<file path="src/rtl/stopwatch_pkg.sv">
// Shared types and constants for the stopwatch controller: FSM state codes,
// time-field widths and limits, and a wrapping +/-1 helper for the set modes.
package stopwatch_pkg;

   typedef enum logic [2:0] {
      ST_IDLE    = 3'd0,
      ST_RUN     = 3'd1,
      ST_PAUSE   = 3'd2,
      ST_SET_MIN = 3'd3,
      ST_SET_SEC = 3'd4
   } state_t;

   localparam int MIN_W = 6;
   localparam int SEC_W = 6;
   localparam int CS_W  = 7;

   localparam logic [CS_W-1:0]  CS_MAX  = 7'd99;
   localparam logic [SEC_W-1:0] SEC_MAX = 6'd59;

   // Out-of-range values snap to the nearest legal end rather than walking through garbage.
   function automatic logic [5:0] wrap_step(input logic [5:0] v,
                                            input logic [5:0] max_v,
                                            input logic       up);
      if (up) begin
         return (v >= max_v) ? 6'd0 : v + 6'd1;
      end
      return (v == 6'd0 || v > max_v) ? max_v : v - 6'd1;
   endfunction

endpackage

</file>
<file path="src/rtl/stopwatch_sequencer_if.sv">
// User-input and display-output bundle of the stopwatch sequencer.
// master = stimulus side (encoder/buttons), slave = the sequencer.
interface stopwatch_sequencer_if #(
   parameter int ENC_W = 8
);
   logic [ENC_W-1:0] enc_value;
   logic             btn_start;
   logic             btn_mode;
   logic             btn_lap;
   logic [2:0]       state;
   logic             running;
   logic             overflow;
   logic [5:0]       disp_min;
   logic [5:0]       disp_sec;
   logic [6:0]       disp_cs;
   logic             lap_active;

   modport master (
      output enc_value, btn_start, btn_mode, btn_lap,
      input  state, running, overflow, disp_min, disp_sec, disp_cs, lap_active
   );

   modport slave (
      input  enc_value, btn_start, btn_mode, btn_lap,
      output state, running, overflow, disp_min, disp_sec, disp_cs, lap_active
   );
endinterface

</file>
<file path="src/rtl/stopwatch_tick_gen.sv">
// Centisecond prescaler: counts only while en is high, sits at zero otherwise,
// and pulses tick on the last count of each CLK_DIV-cycle period.
module stopwatch_tick_gen #(
   parameter int CLK_DIV = 1000000
) (
   input  logic clk,
   input  logic rst,
   input  logic en,
   output logic tick
);
   localparam int CNT_W = (CLK_DIV > 1) ? $clog2(CLK_DIV) : 1;
   localparam logic [CNT_W-1:0] LAST = CNT_W'(CLK_DIV - 1);

   logic [CNT_W-1:0] cnt_q, cnt_d;

   always_comb begin
      tick  = en && !rst && (cnt_q == LAST);
      cnt_d = '0;
      if (en && !tick) begin
         cnt_d = cnt_q + 1'b1;
      end
   end

   always_ff @(posedge clk) begin
      if (rst) begin
         cnt_q <= '0;
      end else begin
         cnt_q <= cnt_d;
      end
   end
endmodule

</file>
<file path="src/rtl/stopwatch_sequencer.sv">
// Stopwatch control FSM: start/pause/clear, time base, encoder-driven setting.
// Define STOPWATCH_LAP_EN to enable the lap (frozen display) feature.
module stopwatch_sequencer
   import stopwatch_pkg::*;
#(
   parameter int CLK_DIV = 1000000,
   parameter int ENC_W   = 8,
   parameter int MAX_MIN = 59
) (
   input logic                  clk,
   input logic                  rst,
   stopwatch_sequencer_if.slave bus
);
   localparam logic [MIN_W-1:0] MAX_MIN_V = MIN_W'(MAX_MIN);

   state_t            state_q, state_d;
   logic [MIN_W-1:0]  min_q, min_d;
   logic [SEC_W-1:0]  sec_q, sec_d;
   logic [CS_W-1:0]   cs_q, cs_d;
   logic              ovf_q, ovf_d;
   logic              running_q;
   logic [ENC_W-1:0]  enc_prev_q;
   logic [ENC_W-1:0]  delta;
   logic              step_up, step_dn;
   logic              tick;
   logic              at_max;

   stopwatch_tick_gen #(.CLK_DIV(CLK_DIV)) u_tick (
      .clk  (clk),
      .rst  (rst),
      .en   (state_q == ST_RUN),
      .tick (tick)
   );

   assign delta   = bus.enc_value - enc_prev_q;
   assign step_up = (delta == ENC_W'(1));
   assign step_dn = (delta == '1);
   assign at_max  = (min_q == MAX_MIN_V) && (sec_q == SEC_MAX) && (cs_q == CS_MAX);

   always_comb begin
      state_d = state_q;
      min_d   = min_q;
      sec_d   = sec_q;
      cs_d    = cs_q;
      ovf_d   = ovf_q;
      case (state_q)
         ST_IDLE: begin
            if (bus.btn_start)     state_d = ST_RUN;
            else if (bus.btn_mode) state_d = ST_SET_MIN;
         end
         ST_RUN: begin
            if (tick) begin
               if (at_max) begin
                  ovf_d   = 1'b1;
                  state_d = ST_PAUSE;
               end else if (cs_q == CS_MAX) begin
                  cs_d = '0;
                  if (sec_q == SEC_MAX) begin
                     sec_d = '0;
                     min_d = min_q + 1'b1;
                  end else begin
                     sec_d = sec_q + 1'b1;
                  end
               end else begin
                  cs_d = cs_q + 1'b1;
               end
            end
            if (bus.btn_start) state_d = ST_PAUSE;
         end
         ST_PAUSE: begin
            if (bus.btn_start) begin
               state_d = ST_RUN;
            end else if (bus.btn_mode) begin
               state_d = ST_IDLE;
               min_d   = '0;
               sec_d   = '0;
               cs_d    = '0;
               ovf_d   = 1'b0;
            end
         end
         ST_SET_MIN: begin
            if (step_up || step_dn) min_d = wrap_step(min_q, MAX_MIN_V, step_up);
            if (bus.btn_start)     state_d = ST_RUN;
            else if (bus.btn_mode) state_d = ST_SET_SEC;
         end
         ST_SET_SEC: begin
            if (step_up || step_dn) sec_d = wrap_step(sec_q, SEC_MAX, step_up);
            if (bus.btn_start)     state_d = ST_RUN;
            else if (bus.btn_mode) state_d = ST_IDLE;
         end
         default: state_d = ST_IDLE;
      endcase
      // Setting always starts from whole seconds.
      if (state_d == ST_SET_MIN && state_q != ST_SET_MIN) cs_d = '0;
   end

   always_ff @(posedge clk) begin
      enc_prev_q <= bus.enc_value;
      if (rst) begin
         state_q   <= ST_IDLE;
         min_q     <= '0;
         sec_q     <= '0;
         cs_q      <= '0;
         ovf_q     <= 1'b0;
         running_q <= 1'b0;
      end else begin
         state_q   <= state_d;
         min_q     <= min_d;
         sec_q     <= sec_d;
         cs_q      <= cs_d;
         ovf_q     <= ovf_d;
         running_q <= (state_d == ST_RUN);
      end
   end

   assign bus.state    = state_q;
   assign bus.running  = running_q;
   assign bus.overflow = ovf_q;

`ifdef STOPWATCH_LAP_EN
   logic             lap_q, lap_d;
   logic [MIN_W-1:0] lap_min_q, lap_min_d;
   logic [SEC_W-1:0] lap_sec_q, lap_sec_d;
   logic [CS_W-1:0]  lap_cs_q, lap_cs_d;

   always_comb begin
      lap_d     = lap_q;
      lap_min_d = lap_min_q;
      lap_sec_d = lap_sec_q;
      lap_cs_d  = lap_cs_q;
      if (state_q == ST_RUN && bus.btn_lap) begin
         lap_d = !lap_q;
         if (!lap_q) begin
            lap_min_d = min_q;
            lap_sec_d = sec_q;
            lap_cs_d  = cs_q;
         end
      end
      // The frozen value survives PAUSE but not a trip back to IDLE or a set mode.
      if (state_d == ST_IDLE || state_d == ST_SET_MIN || state_d == ST_SET_SEC) lap_d = 1'b0;
   end

   always_ff @(posedge clk) begin
      if (rst) begin
         lap_q     <= 1'b0;
         lap_min_q <= '0;
         lap_sec_q <= '0;
         lap_cs_q  <= '0;
      end else begin
         lap_q     <= lap_d;
         lap_min_q <= lap_min_d;
         lap_sec_q <= lap_sec_d;
         lap_cs_q  <= lap_cs_d;
      end
   end

   assign bus.lap_active = lap_q;
   assign bus.disp_min   = lap_q ? lap_min_q : min_q;
   assign bus.disp_sec   = lap_q ? lap_sec_q : sec_q;
   assign bus.disp_cs    = lap_q ? lap_cs_q  : cs_q;
`else
   logic unused_btn_lap;
   assign unused_btn_lap = bus.btn_lap;
   assign bus.lap_active = 1'b0;
   assign bus.disp_min   = min_q;
   assign bus.disp_sec   = sec_q;
   assign bus.disp_cs    = cs_q;
`endif

endmodule

</file>
<file path="src/flat_wrapper.sv">
// flat-port wrapper written by rule: the top's interface ports become plain ports
module stopwatch_sequencer_flat import stopwatch_pkg::*;
#(
   parameter int CLK_DIV = 1000000,
   parameter int ENC_W   = 8,
   parameter int MAX_MIN = 59
)
  (clk, rst, bus_enc_value, bus_btn_start, bus_btn_mode, bus_btn_lap, bus_state, bus_running, bus_overflow, bus_disp_min, bus_disp_sec, bus_disp_cs, bus_lap_active);
  stopwatch_sequencer_if #(.ENC_W(ENC_W)) bus_i ();
  input logic clk;
  input logic rst;
  input wire logic [$bits(bus_i.enc_value)-1:0] bus_enc_value;
  input wire logic [$bits(bus_i.btn_start)-1:0] bus_btn_start;
  input wire logic [$bits(bus_i.btn_mode)-1:0] bus_btn_mode;
  input wire logic [$bits(bus_i.btn_lap)-1:0] bus_btn_lap;
  output wire logic [$bits(bus_i.state)-1:0] bus_state;
  output wire logic [$bits(bus_i.running)-1:0] bus_running;
  output wire logic [$bits(bus_i.overflow)-1:0] bus_overflow;
  output wire logic [$bits(bus_i.disp_min)-1:0] bus_disp_min;
  output wire logic [$bits(bus_i.disp_sec)-1:0] bus_disp_sec;
  output wire logic [$bits(bus_i.disp_cs)-1:0] bus_disp_cs;
  output wire logic [$bits(bus_i.lap_active)-1:0] bus_lap_active;
  assign bus_i.enc_value = bus_enc_value;
  assign bus_i.btn_start = bus_btn_start;
  assign bus_i.btn_mode = bus_btn_mode;
  assign bus_i.btn_lap = bus_btn_lap;
  assign bus_state = bus_i.state;
  assign bus_running = bus_i.running;
  assign bus_overflow = bus_i.overflow;
  assign bus_disp_min = bus_i.disp_min;
  assign bus_disp_sec = bus_i.disp_sec;
  assign bus_disp_cs = bus_i.disp_cs;
  assign bus_lap_active = bus_i.lap_active;
  stopwatch_sequencer #(.CLK_DIV(CLK_DIV), .ENC_W(ENC_W), .MAX_MIN(MAX_MIN)) u_core (.clk(clk), .rst(rst), .bus(bus_i));
endmodule
</file>
<file path="config.mk">
export PLATFORM = sky130hd
export DESIGN_NAME = stopwatch_sequencer_flat
export DESIGN_NICKNAME = d
export VERILOG_FILES = /design/src/rtl/stopwatch_pkg.sv /design/src/rtl/stopwatch_sequencer_if.sv /design/src/rtl/stopwatch_tick_gen.sv /design/src/rtl/stopwatch_sequencer.sv /design/src/flat_wrapper.sv
export SDC_FILE = /design/constraint.sdc
export NUM_CORES = 1
export LEC_CHECK = 0
export CORE_MARGIN = 3
export CORE_UTILIZATION = 50
export CTS_CLUSTER_DIAMETER = 80
export DETAILED_ROUTE_END_ITERATION = 8
export GPL_TIMING_DRIVEN = 0
export PLACE_DENSITY = 0.82
export REMOVE_ABC_BUFFERS = 1
export SKIP_CTS_REPAIR_TIMING = 1
export SYNTH_ARGS = -nofsm -noshare
export SYNTH_HDL_FRONTEND = slang
export SYNTH_SLANG_ARGS = --single-unit
</file>
<file path="constraint.sdc">
create_clock -name clk -period 4 [get_ports clk]
set_clock_uncertainty 0.2 [all_clocks]
set_input_delay 0.8 -clock clk [delete_from_list [all_inputs] [get_ports clk]]
set_output_delay 0.8 -clock clk [all_outputs]
set_load 0.03 [all_outputs]
</file>
======== Yosys cells after proc, flatten, opt, wreduce, memory -nomap -nowiden ========
Index checks and enable logic that the tools add are counted.
operators by class
  $add $sub $neg .......................... 7
  multipliers ............................. 0
  div/mod/pow operators ................... 0
  $lt $le $gt $ge ......................... 4
  equality and inequality tests ........... 22
  shift-type cells ........................ 0
  mux-type cells .......................... 47
  bitwise operators ....................... 1
  reductions and logical operators ........ 24
operators with widths
  cell                   count
  $mux 6                 20
  $pmux 6 s3             2
  $mux 7                 5
  $mux 3                 9
  $add 20x1->20 const B  1
  $eq 20x20->1 const B   1
  $pmux 7 s2             1
  $add 6x1->6 const B    2
  $eq 6x6->1 const B     2
  $ge 6x6->1 const B     2
  $gt 6x6->1 const B     2
  $logic_not 6->1        2
  $ne 2x1->1 const B     6
  $pmux 3 s4             1
  $sub 6x1->6 const B    2
  $reduce_and 5->1       2
  $eq 3x2->1 const B     3
  $eq 8x1->1 const B     1
  $eq 8x8->1 const B     1
  $mux 1                 8
  $reduce_and 8->1       1
  $sub 8x8->8            1
  $add 7x1->7 const B    1
  $eq 7x7->1 const B     1
  other kinds (14)       28
word-level totals
  flip-flop bits (word level) ............. 52
  bits in latches ......................... 0
  RAM bits ................................ 0
  ROM bits ................................ 0
  input port bits ......................... 13
  output and inout port bits .............. 25
  word-level logic and storage cells ...... 113
  memories kept ........................... 0

======== Longest topological paths before layout ========
Gate-level depths: netlist of run 1.
  depth in word-level cells ............... 10
  mapped depth ............................ 13
  depth with buffers taken out ............ 12

======== By module ========
A second synthesis of run 1 with hierarchy kept.
unflattened totals
  cells, all modules ...................... 440
  area total of the unflattened synthesis .. 3539.6 sq um
by module, submodules not included
  module               times used  cells each  area each (sq um)  sequential area each (sq um)
  stopwatch_sequencer  1           331         2507.4             640.6
  stopwatch_tick_gen   1           109         1032.2             400.4

======== Worst setup path before layout of run 1 ========
Ideal clock, no wire load.
  path kind ............................... input-to-reg
  start point ............................. in bus_enc_value[0]
  end point ............................... reg u_core.sec_q[1], in the netlist u_core.bus.disp_sec[1]
  library setup time ...................... 0.136 ns
  data arrival time ....................... 3.279 ns
  required time ........................... 3.664 ns
  slack ................................... 0.385 ns
  stages on the path ...................... 13
  path buffers ............................ 1
  path through ............................ inv_1 ha_1 inv_1 fa_1 a211oi_2 o21bai_2 a2111oi_4 o211ai_2 or2_4 buf_6 a21o_4 a222oi_1 a211oi_1
on the way
  longest elaborated chain between the ends .. 8
  elaborated cells between the ends (all ways) .. 12
  classes of those cells .................. add/sub: 1; eq/ne: 3; mux: 6; reduce/logical: 2
ends and longest elaborated chain
  item                    line                        RTL
  start: declaration      flat_wrapper.sv:12          input wire logic [$bits(bus_i.enc_value)-1:0] bus_enc_value;
  $sub 8x8->8 (*)         stopwatch_sequencer.sv:35   assign delta = bus.enc_value - enc_prev_q;
  $eq 8x1->1              stopwatch_sequencer.sv:36   assign step_up = (delta == ENC_W'(1));
  $mux 1                  stopwatch_pkg.sv:24         if (up) begin
  $mux 1                  stopwatch_sequencer.sv:87   if (step_up || step_dn) sec_d = wrap_step(sec_q, SEC_MAX, step_up);
  $mux 1                  stopwatch_sequencer.sv:46   case (state_q)
  $mux 6                  stopwatch_pkg.sv:27         return (v == 6'd0 || v > max_v) ? max_v : v - 6'd1;
  $mux 6                  stopwatch_sequencer.sv:87
  $pmux 6 s3              stopwatch_sequencer.sv:46
  end signal: assignment  stopwatch_sequencer.sv:102  sec_q <= '0;
  end signal: assignment  stopwatch_sequencer.sv:109  sec_q <= sec_d;
  end: declaration        stopwatch_sequencer.sv:18   logic [SEC_W-1:0] sec_q, sec_d;
Mark *: on every way between the ends. The rest lies on a longest branch, timed or not. The select of a mux whose other input is x is not followed.
A chain may end at the register's enable or synchronous reset.

======== Final worst setup path of run 1 ========
  start point ............................. in bus_enc_value[0]
  end point ............................... reg u_core.min_q[2], in the netlist u_core.bus.disp_min[2]
on the way
  longest elaborated chain between the ends .. 8
  elaborated cells between the ends (all ways) .. 12
  classes of those cells .................. add/sub: 1; eq/ne: 3; mux: 6; reduce/logical: 2
ends and longest elaborated chain
  item                    line                        RTL
  $sub 8x8->8 (*)         stopwatch_sequencer.sv:35
  $eq 8x1->1              stopwatch_sequencer.sv:36
  $mux 1                  stopwatch_pkg.sv:24
  $mux 1                  stopwatch_sequencer.sv:82   if (step_up || step_dn) min_d = wrap_step(min_q, MAX_MIN_V, step_up);
  $mux 1                  stopwatch_sequencer.sv:46
  $mux 6                  stopwatch_pkg.sv:27
  $mux 6                  stopwatch_sequencer.sv:82
  $pmux 6 s3              stopwatch_sequencer.sv:46
  end signal: assignment  stopwatch_sequencer.sv:108  min_q <= min_d;
  end: declaration        stopwatch_sequencer.sv:17   logic [MIN_W-1:0] min_q, min_d;
Marked as above.

==> flow_summary.json, run 1 <==
{
  "rr_endpoint": "u_core.bus.disp_min[2]$_SDFFE_PP0P_",
  "synth_compound_area_frac": 0.211,
  "firstDrtPassIters": 5,
  "drtIter0Drc": 208,
  "synthSimpleGateAreaFrac": 0.255,
  "tns_ns": 0,
  "fillers": 514,
  "avgSynthCellArea_um2": 8.06,
  "antenna_left": 0,
  "ios": 38,
  "route.detailed.drc": 0,
  "r2r_start": "u_core.enc_prev_q[0]$_DFF_P_",
  "multi_input_area_um2": 2130,
  "worstRegToRegCells": 12,
  "clockRootBuffer": "clkbuf_8",
  "post-route-period-util": 0.972,
  "critPathLaunch": "bus_enc_value[0]",
  "ys_ff_latch": 52,
  "drive_above_1_share": 0.0809,
  "cp.required_ns": 3.97,
  "max_cap_violations": 0,
  "row_count": 28,
  "drv_slew": 0,
  "grt_max_degree": 20,
  "clkLatencyLatePin_ns": 0.31,
  "final_util": 0.636,
  "yosys_warnings": 0,
  "critPathTopFamily": "compound AO/OA/AOI/OAI gates",
  "max_stage_delay_ns": 0.41,
  "cellLeakagePower_uw": 0.00143,
  "regArea_um2": 1040,
  "cts_made_buffers": 5,
  "path_max_fanout": 9,
  "crit_top_cell": "inv_1",
  "place_area_um2": 3650,
  "syn_inst": 406,
  "netlist_area_um2": 3270,
  "setup_viol": 0,
  "synth_edf_count": 0,
  "setup.worst_path.class": "in -> reg",
  "min_period_ns": 3.89,
  "nNetsFinal": 473,
  "cp.arrival_ns": 3.86,
  "die_area_um2": 7550,
  "n_antenna_cell": 0,
  "synth_top_family_by_area": "simple AND/OR/NAND/NOR gates",
  "async_flop_share": 0,
  "clk_pin_slew_worst_paths_ns": 0.10,
  "grt_pass1_vias": 2737,
  "fmax_ghz": 0.257,
  "cpMaxStageDelayCell": "clkdlybuf4s50_1",
  "dieHeight_um": 86.9,
  "path_cells": "clkdlybuf4s50_1 -> inv_1 -> ha_1 -> inv_1 -> fa_2 -> a211oi_4 -> or2_1 -> o311ai_2 -> o21bai_1 -> or2_4 -> a41oi_4 -> buf_4 -> nor4b_4 -> a2111oi_2",
  "antenna_found_initial": 0,
  "ir_drop_uv": 250,
  "cts.sinks": 52,
  "worstMarginPinSlew_ns": 0.876,
  "critPathLaunchType": "input port",
  "fin_ws_ns": 0.111,
  "hp-class": "reg -> reg",
  "wl_per_cell_um": 14.5,
  "core_um2": 6130,
  "stdcell_area_um2": 3900,
  "grt_remaining_overflow": 0,
  "die_w_um": 86.9,
  "endpoint_kind": "register",
  "grtUsageTotal": 0.195,
  "crit_end": "u_core.bus.disp_min[2]$_SDFFE_PP0P_",
  "grt_pass1_wl_um": 12200,
  "gp_congestion": 0.862,
  "htreeDepth": 2,
  "clockBufferDepth": 2,
  "vias": 3080,
  "maxSlewHeadroom": 0.411,
  "viasPerCell": 5.92,
  "dpl.hpwl_um": 5390,
  "yosysSeqAreaShare": 0.318,
  "crit_cells": 14,
  "tritoncts": "yes",
  "hold_viol_final": 0,
  "portBuffers": 35,
  "synth_ff_type": "dfxtp_1",
  "power_density_nw_per_um2": 306,
  "synth_fa_ha_area_frac": 0.0635,
  "synth_xor_xnor_area_share": 0.0937,
  "synth.area.mux_share": 0.00917,
  "initial_core_util": 0.534,
  "dp_slack_ns": -0.506,
  "finalWirelength_um": 7560,
  "cp_num_buf_inv": 4,
  "r2r_slack_ns": 0.77,
  "outcome": "complete, no violations",
  "syn_to_final_growth_pct": 19.1,
  "ys_types": 68
}
==> power by group <==
part | total (uW) | switching [uW] | internal (uW)
Clock | 368 | 183 | 185
Sequential | 558 | 24.4 | 533
Combinational | 268 | 156 | 112
==> state kept, by name (all words and copies together), names as in the netlist <==
register / count
u_core.bus.running: 1
u_core.bus.overflow: 1
u_core.bus.disp_min: 6
u_core.bus.disp_cs: 7
u_core.u_tick.cnt_q: 20
u_core.bus.disp_sec: 6
u_core.bus.state: 3
u_core.enc_prev_q: 8
==> cells in the final DEF (no fill, tap or decap), types with 3 or more instances in the layout <==
| cell | n |
|---|---|
| nor3_1 | 18 |
| a21oi_1 | 17 |
| nand3_1 | 19 |
| mux2i_1 | 3 |
| o21ai_1 | 3 |
| buf_4 | 10 |
| a31oi_1 | 3 |
| o32ai_1 | 4 |
| xor2_1 | 22 |
| nor2b_1 | 5 |
| a22oi_1 | 9 |
| o211a_1 | 4 |
| dfxtp_1 | 52 |
| o2111ai_1 | 3 |
| a211oi_1 | 3 |
| nand2b_1 | 3 |
| nand2_1 | 34 |
| nand4_1 | 7 |
| and3_1 | 11 |
| o21a_1 | 4 |
| nor2_1 | 47 |
| clkdlybuf4s50_1 | 35 |
| or3_1 | 5 |
| xnor2_1 | 13 |
| a21o_1 | 3 |
| ha_1 | 15 |
| o21bai_1 | 3 |
| o21ai_0 | 15 |
| inv_1 | 25 |
| clkbuf_8 | 5 |
==> metal layers <==
| layer | part of all wire | GRT usage | vias up |
|---|---|---|---|
| met2 | 0.50 | 0.337 | 90 |
| met5 | 0 | 0 | - |
| met3 | 0.047 | 0.0350 | 13 |
| met4 | 0.010 | 0.0482 | 0 |
| met1 | 0.44 | 0.249 | 1455 |
| li1 | - | - | 1522 |
==> per-stage QoR <==
step,total power [uW],hold WS [ns],instances
floorplan,744,0.230,392
global placement,811,0.240,502
detailed placement,818,0.262,502
CTS,1180,0.287,510
global route,1250,0.314,520
finish,1190,0.281,520
==> layout make-up <==
| class | instances | area share |
|---|---|---|
| Clock buffer | 5 | 0.0177 |
| Clock inverter | 3 | 0.0109 |
| Inverter | 25 | 0.0241 |
| Multi-Input combinational cell | 315 | 0.547 |
| Sequential cell | 52 | 0.267 |
| Tap cell | 75 | 0.0241 |
| Timing Repair Buffer | 45 | 0.109 |
==> cell families (layout without fill, tap and decap cells) <==
group	Yosys count	count (layout)
mux	3	3
compound gates	92	92
buf+inv	39	78
flops	52	52
other cells	1	1
simple gates	168	168
xor+xnor	35	35
fa+ha+maj	16	16
==> worst min path at each step <==
stage                                      start                           endpoint  slack [ns]  cells after the start
6_report       u_core.u_tick.cnt_q[0]$_SDFF_PP0_  u_core.u_tick.cnt_q[0]$_SDFF_PP0_        0.28                      1
5_1_grt        u_core.u_tick.cnt_q[0]$_SDFF_PP0_  u_core.u_tick.cnt_q[0]$_SDFF_PP0_        0.31                      1
4_1_cts        u_core.u_tick.cnt_q[0]$_SDFF_PP0_  u_core.u_tick.cnt_q[0]$_SDFF_PP0_        0.29                      1
3_5_place_dp   u_core.u_tick.cnt_q[0]$_SDFF_PP0_  u_core.u_tick.cnt_q[0]$_SDFF_PP0_        0.26                      1
3_3_place_gp   u_core.u_tick.cnt_q[0]$_SDFF_PP0_  u_core.u_tick.cnt_q[0]$_SDFF_PP0_        0.24                      1
2_1_floorplan  u_core.u_tick.cnt_q[0]$_SDFF_PP0_  u_core.u_tick.cnt_q[0]$_SDFF_PP0_        0.23                      1
==> worst register-to-register path, delay by kind of cell (launching register included) <==
kind	cells	cell delay [ns]
AO/OA/AOI/OAI	5	1.01
AND/OR/NAND/NOR	3	0.80
adder cells (fa/ha/maj)	2	0.51
flip-flops	1	0.32
buffers and inverters	2	0.25
==> Yosys cell counts (all sizes together) (4+ instances only) <==
master  count  area share
xnor2      13       0.035
dfxtp      52        0.32
nand2      34       0.039
o211a       5       0.015
o21a        4      0.0092
a21oi      18       0.029
buf         4      0.0084
nor2       48       0.056
nor2b       5      0.0096
or3         5      0.0096
o21ai      18       0.028
a21o        4       0.011
o32ai       4       0.011
nand4       7       0.013
a22oi       9       0.021
nor3       18       0.028
ha         15       0.057
clkbuf     10       0.011
o21bai      4       0.010
a211oi      4       0.011
nand3      19       0.029
and3       11       0.021
xor2       22       0.059
inv        25       0.029
Power figures use the tool's default switching activity.
==> run 2: changes to the inputs <==
Settings changed: CORE_ASPECT_RATIO set to 1.25, TNS_END_PERCENT set to 100.
==> run 2 against run 1 <==
Effect of this change: power increased by 10%; hold slack lost 0.013 ns; register-to-register slack got worse by 0.09 ns; cell area up 0.48%; first-iteration DRC count up 13%; critical path type unchanged; highest routed layer unchanged.
==> flow_summary.json, run 2 (synthesis gave the netlist of run 1 again) <==
{
  "p_total_uw": 1310,
  "p_comb_frac": 0.201,
  "post-route-period-util": 0.992,
  "grtUsageTotal": 0.202,
  "drv_slew": 0,
  "regArea_um2": 1040,
  "clkPwrFrac": 0.374,
  "dpl.hpwl_um": 5360,
  "min_period_ns": 3.97,
  "grt_pass1_vias": 2877,
  "finalWirelength_um": 7600,
  "instances_no_fill": 527,
  "cts.sinks": 52,
  "row_count": 32,
  "final_util": 0.627,
  "vias": 3068,
  "dieHeight_um": 96.5,
  "final_common_cell": "dfxtp_1",
  "setup_viol": 0,
  "antenna_left": 0,
  "ir_drop_uv": 240,
  "multi_input_area_um2": 2110,
  "viasPerCell": 5.82,
  "place_area_um2": 3660,
  "max_cap_violations": 0,
  "layout_common_cells": "dfxtp_1 (52), nor2_1 (47), clkdlybuf4s50_1 (35)",
  "place_inst": 512,
  "ios": 38,
  "clockRootBuffer": "clkbuf_8",
  "p_switching_uw": 357,
  "power_density_nw_per_um2": 335,
  "hp-class": "reg -> reg",
  "regMostFlops": "u_core.u_tick.cnt_q",
  "htreeDepth": 2,
  "swShare": 0.272,
  "cp.required_ns": 3.99,
  "tritoncts": "yes",
  "fillers": 561,
  "grt_remaining_overflow": 0,
  "grt_max_degree": 20,
  "setup.worst_path.class": "in -> reg",
  "internal_power_uw": 956,
  "initial_core_util": 0.524,
  "gp_congestion": 0.813,
  "antenna_found_initial": 0,
  "nNetsFinal": 470,
  "clk_pin_slew_worst_paths_ns": 0.10,
  "cellLeakagePower_uw": 0.00144,
  "portBuffers": 35,
  "grt_pass1_wl_um": 12600,
  "largest_reg_flops": 20,
  "clockBufferDepth": 2,
  "core_um2": 6250,
  "path_max_fanout": 10,
  "maxSlewHeadroom": 0.424,
  "firstDrtPassIters": 5,
  "critPathLaunchType": "input port",
  "n_antenna_cell": 0,
  "hold_viol_final": 0,
  "route.detailed.drc": 0,
  "outcome": "complete, no violations",
  "endpoint_kind": "register",
  "power_frac_seq": 0.424,
  "cts_made_buffers": 5,
  "die_w_um": 78.4,
  "stdcell_area_um2": 3920,
  "clkLatencyLatePin_ns": 0.31,
  "worstMarginPinSlew_ns": 0.857,
  "drtIter0Drc": 234,
  "wl_per_cell_um": 14.4,
  "die_area_um2": 7560,
  "fmax_ghz": 0.252,
  "tns_ns": 0,
  "drive_above_1_share": 0.0747,
  "cp.arrival_ns": 3.96,
  "syn_to_final_growth_pct": 19.7
}
## run 2: area by class of cell
cell class              instances  share of cell area
well taps                      85              0.0271
flip-flops and latches         52               0.266
multi-input cells             315               0.539
clock buffers                   5              0.0176
clock inverters                 3              0.0230
inverters                      25              0.0240
repair buffers                 42               0.104
## run 2: critical path: stages
cell,delay (ns)
clkdlybuf4s50_1,0.41
inv_1,0.06
ha_1,0.15
inv_1,0.05
fa_2,0.36
a211oi_2,0.34
o21bai_2,0.15
a2111oi_4,0.36
o211ai_2,0.15
or2_4,0.33
a41oi_4,0.26
o21ai_1,0.14
a2111oi_2,0.39
## run 2: power groups by stage
| stage | clock network (uW) | logic, uW | registers, uW |
|---|---|---|---|
| CTS | 501 | 253 | 557 |
| detailed placement | 0 | 250 | 569 |
| finish | 492 | 264 | 558 |
| global placement | 0 | 244 | 568 |
| floorplan | 0 | 160 | 584 |
| global route | 517 | 291 | 561 |
## run 2: path summary, 6_finish.rpt
check | start | endpoint | slack, ns | cells past startpoint
max | bus_enc_value[0] | u_core.bus.disp_min[2]$_SDFFE_PP0P_ | 0.03 | 13
min | u_core.u_tick.cnt_q[0]$_SDFF_PP0_ | u_core.u_tick.cnt_q[0]$_SDFF_PP0_ | 0.27 | 1
max reg2reg | u_core.enc_prev_q[0]$_DFF_P_ | u_core.bus.disp_min[2]$_SDFFE_PP0P_ | 0.68 | 11
min reg2reg | u_core.u_tick.cnt_q[0]$_SDFF_PP0_ | u_core.u_tick.cnt_q[0]$_SDFF_PP0_ | 0.27 | 1
## run 2: routing by layer
metal  wire (um)  vias up  GRT usage
met5           0        -          0
met4         165        0     0.0685
met3         387       19     0.0325
met2        3750      101      0.359
met1        3300     1425      0.249
li1            -     1523          -
## run 2: through the flow
step,hold slack (ns),worst slack (ns)
after CTS,0.275,-0.292
after detailed placement,0.250,-0.601
after global placement,0.243,-0.458
after global routing,0.301,-0.0561
final,0.268,0.0337
after floorplan,0.230,0.249
==> run 3: changes to the inputs <==
Settings changed: CTS_CLUSTER_DIAMETER 80 to 60, CTS_CLUSTER_SIZE set to 20.
==> results of run 3 <==
The final DEF is identical to that of run 2; final timing and power are the same.
